## src/rtl/led_matrix_scan_controller.sv

```systemverilog
// Purpose: five-column LED matrix scanner with a frame-locked irrigation mode latch
// Latency: outputs are registered and change on the same edge as the scan state
// Backpressure: none; enable=0 drops to IDLE on the sampling edge
//
// Ports:
//   clk, reset        rising-edge clock, synchronous active-high reset
//   enable            scan run request
//   mode              requested mode (01 sprinkler, 10 dripper, else invalid)
//   dec_data          mode latched at each frame boundary, fed to the decoder
//   dec_col_2/1/0     decoder row patterns (col 0/4, col 1/3, col 2)
//   col_n             active-low column enables
//   rows              active-high row drive
//   frame_start       one-cycle pulse at each frame boundary
//   busy              scanner is not idle
module led_matrix_scan_controller #(
    parameter int DRIVE_CYCLES = 1000,
    parameter int BLANK_CYCLES = 4
) (
    input  logic       clk,
    input  logic       reset,
    input  logic       enable,
    input  logic [1:0] mode,
    output logic [1:0] dec_data,
    input  logic [6:0] dec_col_2,
    input  logic [6:0] dec_col_1,
    input  logic [6:0] dec_col_0,
    output logic [4:0] col_n,
    output logic [6:0] rows,
    output logic       frame_start,
    output logic       busy
);

    localparam int MAX_CYCLES = (DRIVE_CYCLES > BLANK_CYCLES) ? DRIVE_CYCLES : BLANK_CYCLES;
    localparam int CW         = (MAX_CYCLES > 1) ? $clog2(MAX_CYCLES) : 1;
    localparam logic [CW-1:0] DRIVE_LAST = CW'(DRIVE_CYCLES - 1);
    localparam logic [CW-1:0] BLANK_LAST = CW'(BLANK_CYCLES - 1);

    typedef enum logic [1:0] {
        IDLE  = 2'd0,
        BLANK = 2'd1,
        DRIVE = 2'd2
    } state_t;

    state_t        state, state_nx;
    logic [2:0]    col_idx, col_nx;
    logic [CW-1:0] cnt, cnt_nx;
    logic          boundary;
    logic          mode_ok;
    logic [4:0]    col_n_nx;
    logic [6:0]    rows_nx;

    assign mode_ok = (mode == 2'b01) || (mode == 2'b10);
    assign busy    = (state != IDLE);

    // Next-state: enable=0 outranks every other transition, so a frame
    // boundary coinciding with enable falling never fires.
    always_comb begin
        state_nx = state;
        col_nx   = col_idx;
        cnt_nx   = cnt;
        boundary = 1'b0;
        case (state)
            IDLE: begin
                if (enable) begin
                    state_nx = BLANK;
                    col_nx   = 3'd0;
                    cnt_nx   = '0;
                    boundary = 1'b1;
                end
            end
            BLANK: begin
                if (!enable) begin
                    state_nx = IDLE;
                    col_nx   = 3'd0;
                    cnt_nx   = '0;
                end else if (cnt == BLANK_LAST) begin
                    state_nx = DRIVE;
                    cnt_nx   = '0;
                end else begin
                    cnt_nx = cnt + 1'b1;
                end
            end
            DRIVE: begin
                if (!enable) begin
                    state_nx = IDLE;
                    col_nx   = 3'd0;
                    cnt_nx   = '0;
                end else if (cnt == DRIVE_LAST) begin
                    state_nx = BLANK;
                    cnt_nx   = '0;
                    if (col_idx == 3'd4) begin
                        col_nx   = 3'd0;
                        boundary = 1'b1;
                    end else begin
                        col_nx = col_idx + 3'd1;
                    end
                end else begin
                    cnt_nx = cnt + 1'b1;
                end
            end
            default: begin
                state_nx = IDLE;
                col_nx   = 3'd0;
                cnt_nx   = '0;
            end
        endcase
    end

    // Output image for the next state. Rows come only with a DRIVE column,
    // so the outputs can never show lit rows with every column off.
    // dec_data==00 marks an invalid-mode frame: rows stay dark all frame.
    // Entering DRIVE never coincides with a dec_data load, so the current
    // register value is the one for this frame.
    always_comb begin
        col_n_nx = 5'b11111;
        rows_nx  = 7'b0000000;
        if (state_nx == DRIVE) begin
            col_n_nx = ~(5'b00001 << col_nx);
            if (dec_data != 2'b00) begin
                case (col_nx)
                    3'd0, 3'd4: rows_nx = dec_col_2;
                    3'd1, 3'd3: rows_nx = dec_col_1;
                    3'd2:       rows_nx = dec_col_0;
                    default:    rows_nx = 7'b0000000;
                endcase
            end
        end
    end

    always_ff @(posedge clk) begin
        if (reset) begin
            state       <= IDLE;
            col_idx     <= 3'd0;
            cnt         <= '0;
            dec_data    <= 2'b00;
            col_n       <= 5'b11111;
            rows        <= 7'b0000000;
            frame_start <= 1'b0;
        end else begin
            state       <= state_nx;
            col_idx     <= col_nx;
            cnt         <= cnt_nx;
            col_n       <= col_n_nx;
            rows        <= rows_nx;
            frame_start <= boundary;
            if (boundary) begin
                dec_data <= mode_ok ? mode : 2'b00;
            end
        end
    end

endmodule

```

## config.mk

```make
export PLATFORM = sky130hd
export DESIGN_NAME = led_matrix_scan_controller
export DESIGN_NICKNAME = d
export VERILOG_FILES = /design/src/rtl/led_matrix_scan_controller.sv
export SDC_FILE = /design/constraint.sdc
export NUM_CORES = 1
export LEC_CHECK = 0
export ABC_AREA = 1
export CAP_MARGIN = 10
export CORE_MARGIN = 10
export CORE_UTILIZATION = 53
export CTS_CLUSTER_DIAMETER = 60
export CTS_CLUSTER_SIZE = 30
export DETAILED_ROUTE_END_ITERATION = 8
export GPL_TIMING_DRIVEN = 0
export PLACE_DENSITY = 0.85
export SKIP_LAST_GASP = 1
export SYNTH_ARGS = -nofsm -noshare
export SYNTH_HDL_FRONTEND = slang
export SYNTH_SLANG_ARGS = --single-unit
```

## constraint.sdc

```tcl
create_clock -name clk -period 2.8 [get_ports clk]
set_input_delay 0.56 -clock clk [delete_from_list [all_inputs] [get_ports clk]]
set_output_delay 0.56 -clock clk [all_outputs]
set_load 0.02 [all_outputs]
```

==> results.tsv <==
stage	metric	value	unit
outcome	status	complete, no violations	
clocking	postCtsHoldBufs	0	
setup_path	critPathRequiredTime	2240	ps
die	die_h	77.0	um
clocking	cts_setup_buffers	0	
min_path	hold_depth	2	
route	vias_per_cell	4.88	
synthesis	synth.top_cell.area_share	0.349	
setup_path	cp_common_cell	inv_1	
min_path	min_to	cnt[9]	
setup_path	worst-r2r-setup-slack	740	ps
power_and_ir_drop	p_clk_frac	0.342	
synthesis	synth.area.top_cells	dfxtp_1 (35%), nand2_1 (9.6%), nor2_1 (9.2%)	
sta	slew_headroom	0.684	
sta	tns	0	ps
finish	nNetsFinal	318	
sta	finalMaxSlewViolations	0	
finish	layout.cells.non_filler	330	
synthesis	synth_cell_types	32	
clocking	ctsResizeCount	0	
min_path	min-delay-start	cnt[9]	
route	antenna_left	0	
grt	grt_use_total	0.137	
setup_path	path_cells	inv_1, ha_1, inv_1, clkdlybuf4s50_1	
setup_path	critPathBufInv	3	
sta	max_slew.worst_pin.slew	474	ps
sta	finalClockSkew	13.8	ps
synthesis	synth_area	1720	um2
sta	clock.fmax	429	MHz
clocking	clock_latency	340	ps
power_and_ir_drop	power_frac_seq	0.534	
place	numPortBuffers	41	
setup_path	reg2reg_depth	13	
finish	insertedDiodeCount	0	
power_and_ir_drop	power.static_leakage	0.923	nW
sta	hold_viol	0	
synthesis	synthTopCellsByCount	nand2_1 (44), nor2_1 (42), dfxtp_1 (30)	
die	num_rows	20	
clocking	clk_pin_slew	100	ps
setup_path	critPathSlowestCell	clkdlybuf4s50_1	
synthesis	synth_area_leader_cell	dfxtp_1	
route	wl	3980	um
die	core_area	3080	um2
setup_path	slowest_delay	610	ps
setup_path	crit_fanout	5	
sta	grt_setup_unrepaired	false	
clocking	cts_tree	yes	
sta	min_period	2330	ps
route	drc_errors	0	
power_and_ir_drop	p_int	0.605	mW
clocking	numCtsBuffers	5	
place	dp.cells	322	
route	drtIter0Drc	103	
grt	antenna_found_initial	0	
power_and_ir_drop	p_per_area	361	nW/um2
die	io_pins	42	
power_and_ir_drop	netSwitchingFraction	0.255	
synthesis	yosysSeqAreaShare	0.349	
min_path	hp-class	flop to flop	
place	gp_congestion	0.896	
die	die_area	5930	um2
grt	grt_max_degree	11	
setup_path	critPathLaunchType	flop	
synthesis	synth-simple-area-share	0.441	
die	start_util	0.559	
grt	grt_first_pass_wirelength	6710	um
route	dr_total_vias	1611	
power_and_ir_drop	comb_power_share	0.124	
setup_path	end_kind	output port	
setup_path	r2r-start	state[0]	
finish	final_cell_area	2250	um2
die	die_w	77.0	um
sta	min_period_over_period	0.832	
synthesis	syn_nets	270	
synthesis	yosysWarnings	0	
route	drtPass1Iterations	4	
clocking	cts.sinks	30	
power_and_ir_drop	net-switching-power	0.207	mW
synthesis	synth_top_family_by_area	simple AND/OR/NAND/NOR gates	
sta	holdWs	487	ps
power_and_ir_drop	total_power	0.812	mW
grt	grt_pass1_vias	1529	
route	routedWlPerCell	12.1	um
setup_path	r2r-end	rows[3]	
place	dp_hpwl	3150	um
clocking	cts_max_level	2	
finish	drive_gt1_frac	0.150	
clocking	root_buffer	clkbuf_4	
synthesis	syn_area_per_cell	7.26	um2
synthesis	synth-edff-count	0	
synthesis	synthAdderAreaFrac	0.0509	
flow_run	cap_violations	0	
synthesis	postSynthCellCount	237	
clocking	clockBufferDepth	2	
sta	setup-violations-final	0	
place	place_area	2190	um2
synthesis	ys.flop_type	dfxtp_1	
power_and_ir_drop	max-vdd-ir-drop	0.323	mV
synthesis	yosysMostFrequentCell	nand2_1	
synthesis	synthMuxAreaShare	0	
synthesis	async_flop_share	0	
grt	grt_overflow	0	
setup_path	crit_family	buffers and inverters	
synthesis	synth-compound-area-share	0.0713	
synthesis	synth-xor-area-share	0.0102	
setup_path	criticalPathCategory	flop to output port	
synthesis	synth-seq-cells	30	
setup_path	cp_data_arrival_time	1770	ps
finish	area_delta_synth_final	30.8	%
==> how the worst max path moves through the flow <==
stage	to	start	cells past startpoint
2_1_floorplan	rows[0]	state[0]	14
3_3_place_gp	rows[2]	enable	11
3_5_place_dp	rows[3]	enable	10
4_1_cts	busy	state[0]	4
5_1_grt	busy	state[0]	4
6_report	busy	state[0]	4
==> cell usage in the layout (no fill, tap or decap), types with 6 or more instances in the layout <==
master | synthesis | layout
a21oi_1 | 9 | 9
nand3_1 | 22 | 22
nor2_1 | 42 | 42
nand2_2 | 8 | 8
dfxtp_1 | 30 | 30
inv_1 | 26 | 26
nand2_1 | 44 | 44
nand2_4 | 6 | 6
ha_1 | 7 | 7
o21ai_0 | 6 | 6
clkbuf_4 | 1 | 6
clkdlybuf4s50_1 | 0 | 41
==> cells by family (layout without fill, tap and decap cells) <==
kind of cell | after synthesis | in the layout
simple gates | 145 | 145
buf+inv | 32 | 81
flops | 30 | 30
compound gates | 21 | 21
fa+ha+maj | 7 | 7
xor+xnor | 2 | 2
==> power groups by stage <==
| stage | logic, mW | clock network, mW | registers (mW) |
|---|---|---|---|
| floorplan | 0.0472 | 0 | 0.445 |
| global placement | 0.100 | 0 | 0.443 |
| detailed placement | 0.101 | 0 | 0.443 |
| CTS | 0.102 | 0.283 | 0.434 |
| global route | 0.111 | 0.302 | 0.434 |
| finish | 0.101 | 0.278 | 0.433 |
==> registers in the layout, summed over array words and instances (netlist names) <==
signal	flops
col_n	5
cnt	10
state	2
dec_data	2
col_idx	3
rows	7
frame_start	1
==> final cells by class <==
class	count	area [um2]
plain buffers	4	26.3
clock buffers	6	51.3
clock inverters	2	12.5
fillers	262	828
inverters	28	106
multi-input cells	175	987
flip-flops and latches	30	601
well taps	44	55.1
repair buffers	41	410
==> metrics by stage <==
step                setup slack [ps]  utilization
floorplan                        908            -
global placement                 488        0.710
detailed placement               440        0.710
CTS                              458        0.731
global route                     396        0.731
finish                           470        0.731
==> metal layers <==
layer	share of wire	global-route usage	vias up
met1	0.45	0.162	709
met2	0.45	0.207	42
met4	0.026	0.0766	0
met5	0	0	-
li1	-	-	852
met3	0.075	0.0513	8
==> tightest hold or removal path: cells and delay by family (launching register included) <==
family,cells,cell delay (ps)
flops,1,330
simple gates,1,60
compound gates,1,50
Power figures use the tool's default switching activity.
